$ cat config.mk
export PLATFORM = sky130hd
export DESIGN_NAME = iomem_copy_master
export DESIGN_NICKNAME = d
export VERILOG_FILES = /design/src/rtl/iomem_copy_master_pkg.sv /design/src/rtl/iomem_watchdog.sv /design/src/rtl/iomem_copy_master.sv
export SDC_FILE = /design/constraint.sdc
export NUM_CORES = 1
export LEC_CHECK = 0
export BUFFER_PORTS_ARGS = -buffer_cell sky130_fd_sc_hd__buf_2
export CAP_MARGIN = 25
export CORE_MARGIN = 2
export CORE_UTILIZATION = 35
export CTS_BUF_LIST = sky130_fd_sc_hd__clkbuf_4 sky130_fd_sc_hd__clkbuf_8 sky130_fd_sc_hd__clkbuf_16
export DETAILED_ROUTE_END_ITERATION = 6
export SYNTH_ARGS = -nofsm -noshare
export SYNTH_HDL_FRONTEND = slang
export SYNTH_SLANG_ARGS = --single-unit
$ cat constraint.sdc
create_clock -name clk -period 2.8 [get_ports clk]
set_input_delay 0.28 -clock clk [delete_from_list [all_inputs] [get_ports clk]]
set_output_delay 0.28 -clock clk [all_outputs]
set_load 0.01 [all_outputs]
$ cat src/rtl/iomem_copy_master_pkg.sv
// Shared definitions for the iomem copy master: strobe encodings, FSM states and
// the address-step helper.
package iomem_copy_master_pkg;

  localparam logic [3:0] WSTRB_READ = 4'h0;
  localparam logic [3:0] WSTRB_WORD = 4'hF;

  typedef enum logic [2:0] {
    ST_IDLE = 3'd0,
    ST_RD   = 3'd1,
    ST_RGAP = 3'd2,
    ST_WR   = 3'd3,
    ST_WGAP = 3'd4,
    ST_DONE = 3'd5
  } state_e;

  // Fixed FIFO ports keep their address; memory-like ports advance one word.
  function automatic logic [31:0] addr_step(input logic [31:0] a, input bit inc);
    return inc ? a + 32'd4 : a;
  endfunction

endpackage

$ cat src/rtl/iomem_watchdog.sv
// Per-transaction wait watchdog: cleared while load is high, counts cycles with
// count high, and flags expire on the LIMIT-th counted cycle.
module iomem_watchdog #(
  parameter int LIMIT = 255
) (
  input  logic clk,
  input  logic reset,
  input  logic load,
  input  logic count,
  output logic expire
);

  localparam int CW = (LIMIT < 2) ? 1 : $clog2(LIMIT + 1);

  logic [CW-1:0] cnt_q, cnt_d;

  assign expire = count && (cnt_q == CW'(LIMIT - 1));

  always_comb begin
    cnt_d = cnt_q;
    if (load)
      cnt_d = '0;
    else if (count && !expire)
      cnt_d = cnt_q + 1'b1;
  end

  always_ff @(posedge clk) begin
    if (reset) cnt_q <= '0;
    else       cnt_q <= cnt_d;
  end

endmodule

$ cat src/rtl/iomem_copy_master.sv
// Second iomem initiator that copies cmd_len words from src to dst, one read then
// one write per word. Define IOMEM_TIMEOUT_EN to abort on a responder that stalls.
module iomem_copy_master
  import iomem_copy_master_pkg::*;
#(
  parameter bit SRC_INC        = 1'b1,
  parameter bit DST_INC        = 1'b1,
  parameter int TIMEOUT_CYCLES = 255
) (
  input  logic        clk,
  input  logic        reset,
  input  logic        cmd_valid,
  output logic        cmd_ready,
  input  logic [31:0] cmd_src,
  input  logic [31:0] cmd_dst,
  input  logic [15:0] cmd_len,
  output logic        busy,
  output logic        done,
  output logic        err,
  output logic        iomem_valid,
  input  logic        iomem_ready,
  output logic [3:0]  iomem_wstrb,
  output logic [31:0] iomem_addr,
  output logic [31:0] iomem_wdata,
  input  logic [31:0] iomem_rdata
);

  state_e      state_q, state_d;
  logic [31:0] src_q, src_d, dst_q, dst_d;
  logic [15:0] len_q, len_d;
  logic [31:0] data_q, data_d;
  logic        valid_q, valid_d;
  logic [3:0]  wstrb_q, wstrb_d;
  logic [31:0] addr_q, addr_d;
  logic        done_q, done_d;
  logic        err_q, err_d;
  logic        expire;

`ifdef IOMEM_TIMEOUT_EN
  iomem_watchdog #(.LIMIT(TIMEOUT_CYCLES)) u_wdog (
    .clk    (clk),
    .reset  (reset),
    .load   (!valid_q),
    .count  (valid_q && !iomem_ready),
    .expire (expire)
  );
`else
  logic [31:0] unused_timeout;
  assign unused_timeout = 32'(TIMEOUT_CYCLES);
  assign expire = 1'b0;
`endif

  assign cmd_ready   = (state_q == ST_IDLE);
  assign busy        = (state_q != ST_IDLE);
  assign done        = done_q;
  assign err         = err_q;
  assign iomem_valid = valid_q;
  assign iomem_wstrb = wstrb_q;
  assign iomem_addr  = addr_q;
  assign iomem_wdata = data_q;

  always_comb begin
    state_d = state_q;
    src_d   = src_q;
    dst_d   = dst_q;
    len_d   = len_q;
    data_d  = data_q;
    valid_d = valid_q;
    wstrb_d = wstrb_q;
    addr_d  = addr_q;
    done_d  = 1'b0;
    err_d   = err_q;
    case (state_q)
      ST_IDLE: begin
        if (cmd_valid) begin
          src_d = cmd_src;
          dst_d = cmd_dst;
          len_d = cmd_len;
          err_d = 1'b0;
          if (cmd_len == 16'd0) begin
            state_d = ST_DONE;
            done_d  = 1'b1;
          end else begin
            state_d = ST_RD;
            valid_d = 1'b1;
            wstrb_d = WSTRB_READ;
            addr_d  = cmd_src;
          end
        end
      end
      ST_RD: begin
        if (iomem_ready) begin
          data_d  = iomem_rdata;
          valid_d = 1'b0;
          state_d = ST_RGAP;
        end else if (expire) begin
          valid_d = 1'b0;
          err_d   = 1'b1;
          done_d  = 1'b1;
          state_d = ST_DONE;
        end
      end
      ST_RGAP: begin
        valid_d = 1'b1;
        wstrb_d = WSTRB_WORD;
        addr_d  = dst_q;
        state_d = ST_WR;
      end
      ST_WR: begin
        if (iomem_ready) begin
          valid_d = 1'b0;
          len_d   = len_q - 16'd1;
          src_d   = addr_step(src_q, SRC_INC);
          dst_d   = addr_step(dst_q, DST_INC);
          state_d = ST_WGAP;
        end else if (expire) begin
          valid_d = 1'b0;
          err_d   = 1'b1;
          done_d  = 1'b1;
          state_d = ST_DONE;
        end
      end
      ST_WGAP: begin
        if (len_q == 16'd0) begin
          done_d  = 1'b1;
          state_d = ST_DONE;
        end else begin
          valid_d = 1'b1;
          wstrb_d = WSTRB_READ;
          addr_d  = src_q;
          state_d = ST_RD;
        end
      end
      ST_DONE: state_d = ST_IDLE;
      default: state_d = ST_IDLE;
    endcase
  end

  always_ff @(posedge clk) begin
    if (reset) begin
      state_q <= ST_IDLE;
      src_q   <= '0;
      dst_q   <= '0;
      len_q   <= '0;
      data_q  <= '0;
      valid_q <= 1'b0;
      wstrb_q <= WSTRB_READ;
      addr_q  <= '0;
      done_q  <= 1'b0;
      err_q   <= 1'b0;
    end else begin
      state_q <= state_d;
      src_q   <= src_d;
      dst_q   <= dst_d;
      len_q   <= len_d;
      data_q  <= data_d;
      valid_q <= valid_d;
      wstrb_q <= wstrb_d;
      addr_q  <= addr_d;
      done_q  <= done_d;
      err_q   <= err_d;
    end
  end

endmodule

Yosys cells after proc, flatten, opt, wreduce, memory -nomap -nowiden
Index checks and enable logic that the tools add are counted.

storage, ports and cells
  word-level logic and storage cells = 67
  bits in registers = 153

operators by class
  eq/ne operators = 10
  muxes and demuxes = 32
  reductions and logical operators = 13
  add/sub/neg operators = 3

operator list
  cell                     count
  $mux W32                 7
  $pmux W32 S2             2
  $pmux W32 S3             1
  $add A32 B3 Y32 const B  2
  $logic_not A16 Y1        2
  $mux W16                 2
  $pmux W16 S2             1
  $sub A16 B1 Y16 const B  1
  $mux W3                  5
  $pmux W3 S5              1
  $mux W4                  3
  $pmux W4 S3              1
  $ne A2 B2 Y1 const B     5
  $mux W1                  7
  $eq A3 B2 Y1 const B     2
  $reduce_and A3 Y1        2
  $reduce_bool A3 Y1       2
  $reduce_and A5 Y1        1
  $pmux W1 S4              1
  $reduce_and A4 Y1        1
  $reduce_bool A4 Y1       1
  $eq A3 B1 Y1 const B     1
  $eq A3 B3 Y1 const B     1
  $logic_not A3 Y1         1
  other kinds (5)          5

Depth between registers and ports, before layout
  depth after elaboration = 4
  gate-level depth with buffers = 9

Worst setup path before layout
Ideal clock, no wire load.

  kind = reg2reg
  from = register src_q[2]
  to = register src_q[24]
  arrival = 1.891 ns
  stages on the path, launching flop included = 7
  setup slack = 0.835 ns
  setup time = 0.074 ns
  cell sequence = dfxtp_1 > ha_1 > nand3_2 > nor4_4 > nand2_2 > or4b_1 > a31oi_1

on the way
  word-level cells in the longest chain between the ends = 3

RTL lines
  item                    line                         source
  from (decl)             iomem_copy_master.sv:29      logic [31:0] src_q, src_d, dst_q, dst_d;
  from (signal assigned)  iomem_copy_master.sv:153     src_q <= src_d;
  $add A32 B3 Y32         iomem_copy_master_pkg.sv:19  return inc ? a + 32'd4 : a;
  $mux W32                iomem_copy_master.sv:110     if (iomem_ready) begin
  $pmux W32 S2            iomem_copy_master.sv:73      case (state_q)

Every way passes these cells. The select of a mux whose other input is x is not followed.
A chain may end at the register's enable or synchronous reset.

Final worst setup path
  from = register state_q[2]
  to = register src_q[23]

on the way
  word-level cells in the longest chain between the ends = 3
  elaborated cells on any way between the ends = 7
  classes of those cells = eq/ne (3); mux (1); reduce/logical (3)

RTL lines
  item                                                          line                      source
  from (decl)                                                   iomem_copy_master.sv:28   state_e state_q, state_d;
  from (signal assigned)                                        iomem_copy_master.sv:152  state_q <= state_d;
  $eq A3 B2 Y1 or $logic_not A3 Y1 (tied branches)              iomem_copy_master.sv:73
  $ne A2 B2 Y1 (no line) or $reduce_bool A2 Y1 (tied branches)  n/a
  $reduce_and A3 Y1 (no line)                                   n/a

Parallel ways exist; a longest one is shown, timed or not.

==> flow_metrics.tcl <==
set metrics [dict create \
    outcome "finished clean" \
    fp.coreArea_mm2 0.0233 \
    hp-start "iomem_rdata[9]" \
    crit_slowest_cell "nor2_4" \
    root_buffer "clkbuf_16" \
    reg2reg_to "src_q[23]" \
    netlist_area_mm2 0.00820 \
    clock_sinks 150 \
    syn_area_per_cell_um2 7.67 \
    worst-r2r-setup-slack_ns 0.54 \
    critPathBufInv 1 \
    nets 1327 \
    min_path_type "in2reg" \
    p_leak_nw 3.98 \
    drtIter0Drc 675 \
    h-tree-depth 4 \
    rsz0062_at_grt "no" \
    worstMarginPinSlew_ns 0.774 \
    syn_nets 1189 \
    insertion_delay_ns 0.43 \
    post-dp-hpwl_um 19900 \
    grt_pass1_wl_um 44700 \
    boundaryPins 189 \
    finalSetupViolations 0 \
    cts_made_buffers 17 \
    numPortBuffers 187 \
    finalPower_w 0.00589 \
    skew_ns 0.00988 \
    grt_pass1_vias 8258 \
    fp.dieArea_mm2 0.0247 \
    cp_max_fo 29 \
    worstPathRequired_ns 3.11 \
    slew_violations 0 \
    path_class "reg2reg" \
    critPathMaxStageDelay_ns 0.62 \
    syn_inst 1069 \
    antenna_left 0 \
    rr_worst_depth 5 \
    timing.setup.tns_ns 0 \
    powerDensity_mw_per_mm2 587 \
    viasPerCell 5.80 \
    grt_overflow 0 \
    maxSlewHeadroom_pct 48.3 \
    syn_to_final_growth_pct 22.4 \
    cap_violations 0 \
    synth_seq_area_share_pct 36.6 \
    final_cell_mix "186 x buf_2, 150 x dfxtp_1, 142 x nand2_1" \
    cp_top_family "simple AND/OR/NAND/NOR gates" \
    fin_crit_sh_pct 80.8 \
    dr.pass1.iters 5 \
    die_h_um 157 \
    drive_gt1_share_pct 23.0 \
    start_kind "register" \
    r2r-start "state_q[2]" \
    hold_end "iomem_wdata[9]" \
    postCtsSetupRepairBufs 0 \
    cts_tree "done" \
    clk_pin_slew_ns 0.06 \
    fmax_mhz 442 \
    start_util_pct 35.3 \
    diodes 0 \
    fin_util_pct 43.2 \
    drc 0 \
    num_vias 8923 \
    critPathCaptureType "register" \
    synth_ff_type "dfxtp_1" \
    path_cells "and4b_1 -> nor2_4 -> buf_12 -> nor4_1 -> a311o_1" \
    grt_antenna_before_repair 0 \
    cts.path.max_buffers 2 \
    crit_arrival_ns 2.57 \
    grt_max_degree 56 \
    layout_commonest_cell "buf_2" \
    num_rows 56 \
    min_period_ns 2.26 \
    hold_viol_final 0 \
    wl_per_cell_um 18.6 \
    track_usage_pct 22.8 \
    wl_um 28600 \
    ys_types 68 \
    synth_warnings 0 \
    whs_ns 0.0854 \
    ys_ff_latch 150 \
    ir_worst_vdd_uv 387 \
    routabilityCongestion 0.892 \
    whs_path_depth 3 \
    die_x_um 157 \
    ctsHoldBuffers 0 \
    synth_edf_count 0 \
    async_flop_share_pct 0 \
    ctsResizeCount 0 \
]
==> cell usage after synthesis, types with 7 or more instances <==
library cell	instances	area (µm²)
a21oi_1	109	546
nand3_1	75	375
a211oi_1	10	75.1
dfxtp_1	150	3000
o22ai_1	10	62.6
buf_1	7	26.3
a22oi_1	38	285
a31oi_1	46	288
and4_1	7	61.3
nand4_1	17	106
inv_1	9	33.8
nor4_1	12	75.1
o31ai_1	10	75.1
clkbuf_1	62	233
nand2_1	142	533
nor2_1	62	233
buf_2	35	175
a311oi_1	38	333
nor3_1	30	150
o21ai_0	27	135
or3_1	10	62.6
o21ai_1	20	100
and3_1	25	156
==> worst max path at each step <==
stage / startpoint / to / slack (ns) / depth (start not counted)
finish: state_q[2] / src_q[23] / 0.54 / 5
floorplan: src_q[2] / src_q[24] / 0.84 / 6
detailed placement: state_q[2] / src_q[23] / 0.56 / 5
global placement: state_q[2] / iomem_wdata[9] / 0.58 / 5
CTS: state_q[2] / src_q[23] / 0.58 / 5
global route: state_q[1] / dst_q[2] / 0.38 / 7
==> metal layers <==
layer / up-vias / part of all wire (%) / global-route usage (%)
li1: 4307 / - / -
met4: 0 / 1.8 / 7.53
met5: - / 0 / 0
met2: 349 / 45 / 35.5
met3: 36 / 7.5 / 4.93
met1: 4231 / 46 / 31.3
==> stage by stage <==
stage                     cell area [µm²]  std cells  setup slack, ns
final                               10000       1538            0.538
after global routing                10000       1538            0.380
after CTS                           10000       1538            0.576
after detailed placement             9480       1507            0.562
after global placement               9450       1506            0.585
after floorplan                      8200       1069            0.835
==> cell type report <==
class | instances | area, µm²
fillers | 2412 | 13200
flip-flops and latches | 150 | 3000
well taps | 319 | 399
clock inverters | 10 | 101
clock buffers | 21 | 462
multi-input cells | 801 | 4720
repair buffers | 228 | 1320
inverters | 9 | 33.8
==> registers in the layout, indices dropped and copies added, names as in the netlist <==
register and count:
src_q 32, iomem_valid 1, dst_q 32, len_q 16
state_q 3, iomem_wstrb 1, iomem_wdata 32, done 1
iomem_addr 32
==> worst register-to-register path, stage by stage (launching register included) <==
cell     delay [ns]
dfxtp_1        0.56
and4b_1        0.29
nor2_4         0.62
buf_12         0.28
nor4_1         0.08
a311o_1        0.32
==> power by group <==
part | total (W) | leakage (nW) | internal (W) | switching (W)
clock | 0.00223 | 0.270 | 0.00128 | 0.000953
sequential | 0.00253 | 1.23 | 0.00232 | 0.000205
combinational | 0.00113 | 2.47 | 0.000456 | 0.000677
total | 0.00589 | 3.98 | 0.00406 | 0.00184
==> cells by family (layout without fill, tap and decap cells) <==
| family | count (synthesis) | in the layout | synth area share [%] |
|---|---|---|---|
| AOI/OAI and AO/OA | 355 | 355 | 28.3 |
| adders and majority gates | 4 | 4 | 0.610 |
| muxes | 7 | 7 | 0.870 |
| and+or+nand+nor | 433 | 433 | 27.3 |
| DFF | 150 | 150 | 36.6 |
| buffers and inverters | 118 | 268 | 6.16 |
| other | 1 | 1 | 0.0457 |
| xor gates and xnor gates | 1 | 1 | 0.107 |
Power figures use the tool's default switching activity.
